File: config.mk
export PLATFORM = sky130hd
export DESIGN_NAME = ahb_bcd_formatter_flat
export DESIGN_NICKNAME = d
export VERILOG_FILES = /design/src/rtl/ahb_bcd_formatter_if.sv /design/src/rtl/ahb_bcd_formatter.sv /design/src/flat_wrapper.sv
export SDC_FILE = /design/constraint.sdc
export NUM_CORES = 1
export LEC_CHECK = 0
export CORE_MARGIN = 2
export CORE_UTILIZATION = 41
export CTS_BUF_LIST = sky130_fd_sc_hd__clkbuf_16
export DETAILED_ROUTE_END_ITERATION = 10
export GPL_ROUTABILITY_DRIVEN = 0
export PLACE_DENSITY_LB_ADDON = 0.08
export SETUP_SLACK_MARGIN = 0.4
export SYNTH_ARGS = -nofsm -noshare
export SYNTH_HDL_FRONTEND = slang
export SYNTH_SLANG_ARGS = --single-unit
export TNS_END_PERCENT = 10
File: constraint.sdc
create_clock -name HCLK -period 1.9 [get_ports HCLK]
set_input_delay 0.38 -clock HCLK [delete_from_list [all_inputs] [get_ports HCLK]]
set_output_delay 0.38 -clock HCLK [all_outputs]
set_load 0.01 [all_outputs]
File: src/rtl/ahb_bcd_formatter_if.sv
// AHB-Lite slave-side bus bundle for the BCD formatter.
interface ahb_bcd_formatter_if;
  logic [31:0] HADDR;
  logic [31:0] HWDATA;
  logic [2:0]  HSIZE;
  logic [1:0]  HTRANS;
  logic        HWRITE;
  logic        HREADY;
  logic        HSEL;
  logic [31:0] HRDATA;
  logic        HREADYOUT;

  modport master (
    output HADDR, HWDATA, HSIZE, HTRANS, HWRITE, HREADY, HSEL,
    input  HRDATA, HREADYOUT
  );

  modport slave (
    input  HADDR, HWDATA, HSIZE, HTRANS, HWRITE, HREADY, HSEL,
    output HRDATA, HREADYOUT
  );
endinterface

File: src/rtl/ahb_bcd_formatter.sv
// AHB-Lite slave: binary operand to packed BCD display word via a
// sequential double-dabble engine (10 iterations, zero wait states).
module ahb_bcd_formatter (
  input  logic                 HCLK,
  input  logic                 HRESET,
  ahb_bcd_formatter_if.slave   ahb
);

  typedef enum logic {IDLE, CONV} state_t;

  state_t      state;
  logic        write_en;
  logic        read_en;
  logic [1:0]  word_addr;

  logic [13:0] op_value;
  logic [2:0]  op_dp;
  logic [2:0]  op_mode;

  logic [9:0]  shift;
  logic [11:0] bcd;
  logic [3:0]  count;
  logic        busy;
  logic        overflow;
  logic [17:0] result;

  logic [11:0] bcd_adj;
  logic [11:0] bcd_next;
  logic [9:0]  shift_next;
  logic        capture;
  logic [31:0] rdata;
  logic        unused_bits;

  assign capture = write_en && (word_addr == 2'd0);

  // Add-3 on all nibbles from the pre-shift values, then one left shift.
  always_comb begin
    bcd_adj = bcd;
    for (int unsigned i = 0; i < 3; i++) begin
      if (bcd[i*4 +: 4] >= 4'd5)
        bcd_adj[i*4 +: 4] = bcd[i*4 +: 4] + 4'd3;
    end
    bcd_next   = {bcd_adj[10:0], shift[9]};
    shift_next = {shift[8:0], 1'b0};
  end

  always_ff @(posedge HCLK) begin
    if (HRESET) begin
      state     <= IDLE;
      write_en  <= 1'b0;
      read_en   <= 1'b0;
      word_addr <= '0;
      op_value  <= '0;
      op_dp     <= '0;
      op_mode   <= '0;
      shift     <= '0;
      bcd       <= '0;
      count     <= '0;
      busy      <= 1'b0;
      overflow  <= 1'b0;
      result    <= '0;
    end else begin
      if (ahb.HREADY && ahb.HSEL && (ahb.HTRANS != 2'b00)) begin
        write_en  <= ahb.HWRITE;
        read_en   <= !ahb.HWRITE;
        word_addr <= ahb.HADDR[3:2];
      end else begin
        write_en  <= 1'b0;
        read_en   <= 1'b0;
        word_addr <= '0;
      end

      // A new capture always wins over an in-flight iteration, including
      // the final one, so an abandoned conversion never reaches RESULT.
      if (capture) begin
        op_value <= ahb.HWDATA[13:0];
        op_dp    <= ahb.HWDATA[17:15];
        op_mode  <= ahb.HWDATA[20:18];
        if (ahb.HWDATA[13:0] <= 14'd999) begin
          state    <= CONV;
          shift    <= ahb.HWDATA[9:0];
          bcd      <= '0;
          count    <= '0;
          busy     <= 1'b1;
          overflow <= 1'b0;
        end else begin
          state    <= IDLE;
          result   <= {ahb.HWDATA[17:15], ahb.HWDATA[20:18], 12'hEEE};
          busy     <= 1'b0;
          overflow <= 1'b1;
        end
      end else begin
        case (state)
          IDLE: ;
          CONV: begin
            shift <= shift_next;
            bcd   <= bcd_next;
            count <= count + 4'd1;
            if (count == 4'd9) begin
              result <= {op_dp, op_mode, bcd_next};
              busy   <= 1'b0;
              state  <= IDLE;
            end
          end
          default: state <= IDLE;
        endcase
      end
    end
  end

  always_comb begin
    rdata = '0;
    if (read_en) begin
      case (word_addr)
        2'd0:    rdata = {11'b0, op_mode, op_dp, 1'b0, op_value};
        2'd1:    rdata = {30'b0, overflow, busy};
        2'd2:    rdata = {14'b0, result};
        default: rdata = '0;
      endcase
    end
  end

  assign ahb.HRDATA    = rdata;
  assign ahb.HREADYOUT = 1'b1;

  assign unused_bits = ^{ahb.HSIZE, ahb.HADDR[31:4], ahb.HADDR[1:0],
                         ahb.HWDATA[31:21], ahb.HWDATA[14]};

endmodule
File: src/flat_wrapper.sv
// flat-port wrapper written by rule: the top's interface ports become plain ports
module ahb_bcd_formatter_flat 
  (HCLK, HRESET, ahb_HADDR, ahb_HWDATA, ahb_HSIZE, ahb_HTRANS, ahb_HWRITE, ahb_HREADY, ahb_HSEL, ahb_HRDATA, ahb_HREADYOUT);
  ahb_bcd_formatter_if ahb_i ();
  input  logic HCLK;
  input  logic HRESET;
  input wire logic [$bits(ahb_i.HADDR)-1:0] ahb_HADDR;
  input wire logic [$bits(ahb_i.HWDATA)-1:0] ahb_HWDATA;
  input wire logic [$bits(ahb_i.HSIZE)-1:0] ahb_HSIZE;
  input wire logic [$bits(ahb_i.HTRANS)-1:0] ahb_HTRANS;
  input wire logic [$bits(ahb_i.HWRITE)-1:0] ahb_HWRITE;
  input wire logic [$bits(ahb_i.HREADY)-1:0] ahb_HREADY;
  input wire logic [$bits(ahb_i.HSEL)-1:0] ahb_HSEL;
  output wire logic [$bits(ahb_i.HRDATA)-1:0] ahb_HRDATA;
  output wire logic [$bits(ahb_i.HREADYOUT)-1:0] ahb_HREADYOUT;
  assign ahb_i.HADDR = ahb_HADDR;
  assign ahb_i.HWDATA = ahb_HWDATA;
  assign ahb_i.HSIZE = ahb_HSIZE;
  assign ahb_i.HTRANS = ahb_HTRANS;
  assign ahb_i.HWRITE = ahb_HWRITE;
  assign ahb_i.HREADY = ahb_HREADY;
  assign ahb_i.HSEL = ahb_HSEL;
  assign ahb_HRDATA = ahb_i.HRDATA;
  assign ahb_HREADYOUT = ahb_i.HREADYOUT;
  ahb_bcd_formatter u_core (.HCLK(HCLK), .HRESET(HRESET), .ahb(ahb_i));
endmodule
==> results.cfg, run 1 <==
[die]
initial_core_util = 0.426
dieWidth_um = 94.1
core_um2 = 7810
die_h_um = 94.1
ios = 107
die_area_um2 = 8850
rows = 32

[timing]
fmax_mhz = 575
setup_viol = 0
grt_setup_unrepaired = true
fin_crit_ns = 1.74
period_share = 0.915
skew_ns = 0.00460
final-hold-violation-count = 0
final-max-slew-violation-count = 0

[placement]
io_buffers = 49
placed_area_um2 = 4100
hpwl_um = 5660

[worst_setup_path]
start_kind = flop
reg2reg_from = u_core.word_addr[1]$_SDFF_PP0_
critPathKind = flop to primary output
end_kind = primary output
worst-r2r-cell-count = 6
cp_cell_sequence = clkbuf_16 -> buf_4 -> nor3b_1 -> buf_2
timing.rr.end = u_core.result[15]$_SDFFE_PP0P_
crit_fanout = 6
crit_family = buffers and inverters
slowest_delay_ns = 0.39
critical_path_arrival_ns = 1.36
critPathSlowestCell = dfxtp_4
path_buf_inv = 3
critPathLaunch = u_core.word_addr[1]$_SDFF_PP0_
required_ns = 1.52
r2r_slack_ns = 0.18

[run_status]
outcome = complete, no violations

[logic_synthesis]
synthMuxAreaShare = 0.0936
synth_area_um2 = 3330
syn_area_per_cell_um2 = 8.83
synth-seq-area-share = 0.427
synth_compound_area_frac = 0.155
yosysUniqueCellTypes = 45
async_flop_share = 0
synth_adder_area_share = 0.0301
synth_ff_type = dfxtp_1
synth_edf_count = 0
synth_top_family_by_area = simple AND/OR/NAND/NOR gates
synth_xor_area_frac = 0.0132
ys_warn_count = 0
synth-seq-cells = 71
synthSimpleGateAreaFrac = 0.209
syn_inst = 377

[flow_run]
maxCapViolations = 0

[route]
drc = 0
route.vias.total = 2841
drt_iter0_markers = 77
final_antenna_net_count = 0
avgViaCountPerCell = 5.10
drtPass1Iterations = 4
wirelength_um = 8260
avgRoutedWirePerCell_um = 14.8

[clock_network]
cts.htree.levels = 3
cts_root_buf = clkbuf_16
cts_tree = built
cts_max_path_buffers = 2
clk_pin_slew_ns = 0.06
cts.sinks = 71
clk_latency_ns = 0.33
numCtsBuffers = 9

[global_route]
grt_pass1_vias = 2652
grt_max_degree = 34
grt-ovfl-total = 0
grt_pass1_wl_um = 12800
grt_use_total = 0.185
antenna_found_initial = 0

[hold_path]
holdPathStages = 3
holdPathEnd = u_core.op_value[11]$_SDFFE_PP0P_
worstHoldStart = ahb_HWDATA[11]
hold_class = input port to flop

[finish]
area_delta_synth_final_pct = 40.3
fin_nets = 532
stdcell_area_um2 = 4670
n_antenna_cell = 0
fillers = 712
final_layout_size_suffix_gt1_frac = 0.266

[pwr]
peakVddDrop_mv = 0.503
p_per_area_nw_per_um2 = 843
p_leak_uw = 0.00176
fin_total_pwr_uw = 3940
-- synth_stat cells (all sizes together), types with 2 or more instances --
master	count	area [um2]
nand3	4	20.0
mux2i	21	210
buf	24	160
dfxtp	71	1420
a21oi	38	190
and2	8	52.6
inv	8	30.0
o21ai	7	35.0
mux2	9	101
nor4	2	12.5
clkbuf	11	41.3
nor2b	8	50.1
o2bb2ai	8	70.1
nor3b	9	78.8
nor3	14	81.3
xor2	2	17.5
conb	2	7.51
xnor2	3	26.3
ha	8	100
a311oi	9	78.8
a211oi	9	67.6
nand2	65	259
nor2	21	78.8
nand2b	4	25.0
-- tightest hold or removal path, stage by stage --
cell	delay [ns]
dlymetal6s2s_1	0.14
nand2_1	0.06
a21oi_1	0.05
-- per-stage QoR --
step | worst slack, ns | util | hold WS (ns) | std cells | TNS, ns
after floorplan | 0.335 | - | 0.432 | 387 | 0
after global placement | -0.262 | 0.525 | 0.443 | 536 | -7.20
after detailed placement | -0.257 | 0.525 | 0.450 | 536 | -7.28
after CTS | 0.117 | 0.578 | 0.405 | 552 | 0
after global routing | 0.107 | 0.598 | 0.361 | 557 | 0
final | 0.161 | 0.598 | 0.349 | 557 | 0
-- placed cells by master, fill, tap and decap left out, drive strengths merged, types with 5 or more instances in the layout --
| cell type | synthesis | final |
|---|---|---|
| mux2i | 21 | 21 |
| nor2 | 21 | 21 |
| o21ai | 7 | 7 |
| inv | 8 | 9 |
| dfxtp | 71 | 71 |
| ha | 8 | 8 |
| nor3b | 9 | 9 |
| clkbuf | 11 | 24 |
| o2bb2ai | 8 | 8 |
| conb | 2 | 12 |
| a21oi | 38 | 38 |
| dlymetal6s2s | 0 | 6 |
| mux2 | 9 | 9 |
| and2 | 8 | 8 |
| nor3 | 14 | 14 |
| nand2 | 65 | 65 |
| buf | 24 | 45 |
| a311oi | 9 | 9 |
| a211oi | 9 | 9 |
| clkdlybuf4s50 | 0 | 21 |
| nor2b | 8 | 8 |
| bufinv | 0 | 5 |
-- power breakdown --
part | leakage, uW | switching [uW] | internal, uW
registers | 0.000574 | 13.2 | 1510
logic | 0.000999 | 104 | 113
clock network | 0.000190 | 649 | 1550
-- kinds of logic (layout without fill, tap and decap cells) --
family,Yosys count,in the layout
and+or+nand+nor,140,140
AOI/OAI and AO/OA,78,78
DFF,71,71
buffers and inverters,43,111
muxes,30,30
adders and majority gates,8,8
xor gates and xnor gates,5,5
other,2,12
-- metal layers --
layer  routed length (um)  share of wire  track usage  vias to the layer above
li1                     -              -            -                     1435
met1                 4040           0.49        0.249                     1334
met2                 3810           0.46        0.294                       61
met3                  281          0.034       0.0289                       11
met4                  133          0.016       0.0797                        0
met5                    0              0            0                        -
-- area by class of cell --
class                   count  area [um2]  share of cell area
multi-input cells         273        1890               0.404
flip-flops and latches     71        1430               0.305
repair buffers             87         808               0.173
clock buffers               9         225              0.0482
clock inverters             7         168              0.0359
well taps                 102         128              0.0273
inverters                   8        30.0             0.00643
-- worst max-delay path by stage --
stage / end / slack, ns / depth (start not counted)
final: ahb_HRDATA[18] / 0.16 / 4
after global routing: u_core.result[14]$_SDFFE_PP0P_ / 0.11 / 6
after CTS: ahb_HRDATA[7] / 0.12 / 4
after detailed placement: u_core.result[15]$_SDFFE_PP0P_ / -0.26 / 7
after global placement: u_core.result[13]$_SDFFE_PP0P_ / -0.26 / 7
after floorplan: u_core.bcd[2]$_SDFFE_PP0P_ / 0.33 / 6
-- repair_timing --
item                                    in CTS  in global routing
endpoints found under the setup margin      76                 76
gates cloned                                 0                  2
hold endpoints to repair                     0                  0
buffers inserted                             0                  3
pin swaps                                    1                 11
resized for setup                           63                 65
hold buffers                                 0                  0
-- registers in the layout, summed over array words and instances (netlist names) --
register          flops
u_core.result        18
u_core.word_addr      2
u_core.shift         10
u_core.op_mode        3
u_core.count          4
u_core.bcd           12
u_core.busy           1
u_core.write_en       1
u_core.read_en        1
u_core.state          1
u_core.op_dp          3
u_core.op_value      14
u_core.overflow       1
Note: power is estimated with default switching activity, not from simulation.
==> run 2: changes to the inputs <==
--- a/config.mk
+++ b/config.mk
@@ -5,7 +5,6 @@
 export SDC_FILE = /design/constraint.sdc
 export NUM_CORES = 1
 export LEC_CHECK = 0
-export CORE_MARGIN = 2
 export CORE_UTILIZATION = 41
 export CTS_BUF_LIST = sky130_fd_sc_hd__clkbuf_16
 export DETAILED_ROUTE_END_ITERATION = 10
==> run 2 against run 1 <==
Clock skew about the same. Clock-buffer cell count unchanged. Critical path depth increased by 2. First-iteration DRC count increased by 38%. Non-clock buffer count increased by 6. Sequential share of layout area decreased by 0.23 points. Flip-flop and latch count unchanged. Register-to-register slack got worse by 0.03 ns. Worst setup slack got worse by 0.035 ns. Global-route usage increased by 1.7 points. Critical path type unchanged.
==> results.cfg, run 2 (synthesis results as in run 1) <==
[die]
ios = 107
initial_core_util = 0.426
core_um2 = 7810
die_h_um = 92.1
dieWidth_um = 92.1
rows = 32
die_area_um2 = 8480

[placement]
io_buffers = 49
placed_area_um2 = 4120
place_ws_ns = -0.242
hpwl_um = 5580

[worst_setup_path]
end_kind = primary output
start_kind = flop
reg2reg_from = u_core.word_addr[0]$_SDFF_PP0_
crit_fanout = 5
critPathKind = flop to primary output
critical_path_arrival_ns = 1.39
critPathSlowestCell = dfxtp_4
required_ns = 1.52
cp_cell_sequence = buf_12 -> nor2b_4 -> nand2_1 -> o21ai_1 -> and2_1 -> buf_2
critPathLaunch = u_core.word_addr[1]$_SDFF_PP0_
slowest_delay_ns = 0.40

[timing]
final-hold-violation-count = 0
fin_crit_ns = 1.77
setup_ws_ns = 0.126
final-max-slew-violation-count = 0
setup_viol = 0
holdWs_ns = 0.370
skew_ns = 0.00423
fmax_mhz = 564
grt_setup_unrepaired = true
period_share = 0.934

[clock_network]
cts_root_buf = clkbuf_16
numCtsBuffers = 9
clk_latency_ns = 0.32
hold_buffers = 0
cts_tree = built
clk_pin_slew_ns = 0.06
cts.htree.levels = 3
cts.sinks = 71
cts_max_path_buffers = 2

[finish]
multiInputGateArea_um2 = 1880
fin_nets = 538
n_antenna_cell = 0
final_cell_mix = dfxtp_1 (69), nand2_1 (61), a21oi_1 (37)
largest_reg_flops = 18
stdcell_area_um2 = 4710
mostFrequentLayoutCell = dfxtp_1
final_util = 0.604
area_delta_synth_final_pct = 41.7
final_layout_size_suffix_gt1_frac = 0.249
seq_area_um2 = 1430
reg_top3 = u_core.result: 18 flops, u_core.op_value: 14 flops, u_core.bcd: 12 flops
regMostFlops = u_core.result
fillers = 686

[pwr]
fin_total_pwr_uw = 3330
seqPwrFrac = 0.456
switching_power_uw = 711
power_frac_comb = 0.068
p_int_uw = 2620
pwr-share-clk = 0.477
p_per_area_nw_per_um2 = 706
power.share.switching = 0.214
peakVddDrop_mv = 0.478
p_leak_uw = 0.00178

[route]
drtPass1Iterations = 5
final_antenna_net_count = 0
avgRoutedWirePerCell_um = 14.7
route.vias.total = 2909
avgViaCountPerCell = 5.17
drt_iter0_markers = 106
wirelength_um = 8270
drc = 0

[global_route]
antenna_found_initial = 0
grt_max_degree = 56
grt-ovfl-total = 0
grt_use_total = 0.203
grt_pass1_vias = 2748
grt_pass1_wl_um = 13400

[hold_path]
worstHoldStart = HRESET
hold_class = input port to flop

[flow_run]
maxCapViolations = 0

[run_status]
outcome = complete, no violations
## run 2: cell types whose count changed in the layout (fill, tap and decap cells not counted), sizes merged
cell and delta:
bufinv -4, clkdlybuf4s15 +1, buf +18, dlygate4sd2 +1
clkbuf -14, inv +1, clkinv +3
## run 2: worst paths after layout
check	to	slack (ns)	depth (start not counted)
setup / recovery	ahb_HRDATA[1]	0.13	6
hold / removal	u_core.bcd[0]$_SDFFE_PP0P_	0.37	2
setup reg to reg	u_core.result[0]$_SDFFE_PP0P_	0.15	7
hold reg to reg	u_core.op_value[13]$_SDFFE_PP0P_	0.45	2
## run 2: area by class of cell
cell class / instances / share of cell area
Inverter: 8 / 0.00637
Clock inverter: 7 / 0.0119
Timing Repair Buffer: 93 / 0.205
Multi-Input combinational cell: 273 / 0.399
Sequential cell: 71 / 0.303
Tap cell: 102 / 0.0271
Clock buffer: 9 / 0.0478
## run 2: metrics by stage
step	instances	TNS (ns)
finish	563	0
floorplan	387	0
detailed placement	533	-7.94
CTS	557	0
global route	563	0
global placement	533	-8.05
## run 2: repair_timing
item | CTS | global route
endpoints found under the setup margin | 80 | 84
gates resized for setup | 107 | 26
buffers inserted | 6 | 4
pin swaps | 1 | 10
hold endpoints to repair | 0 | 0
cloned | 2 | 2
## run 2: power by group through the flow
stage               combinational (uW)  sequential (uW)  clock, uW
floorplan                          111             1550          0
global placement                   195             1550          0
detailed placement                 197             1550          0
CTS                                220             1520       1610
global route                       242             1520       1690
finish                             225             1520       1590
## run 2: critical path: cells and delay by family (launching register included)
kind                   cells  cell delay [ns]
AOI/OAI and AO/OA          1             0.07
buffers and inverters      2             0.26
DFF                        1             0.40
and+or+nand+nor            3             0.34
## run 2: routing by layer
| layer | vias to the layer above | GRT usage | wire (um) |
|---|---|---|---|
| li1 | 1453 | - | - |
| met1 | 1379 | 0.252 | 3860 |
| met2 | 63 | 0.353 | 4030 |
| met3 | 14 | 0.0299 | 246 |
| met4 | 0 | 0.0742 | 126 |
| met5 | - | 0 | 0 |
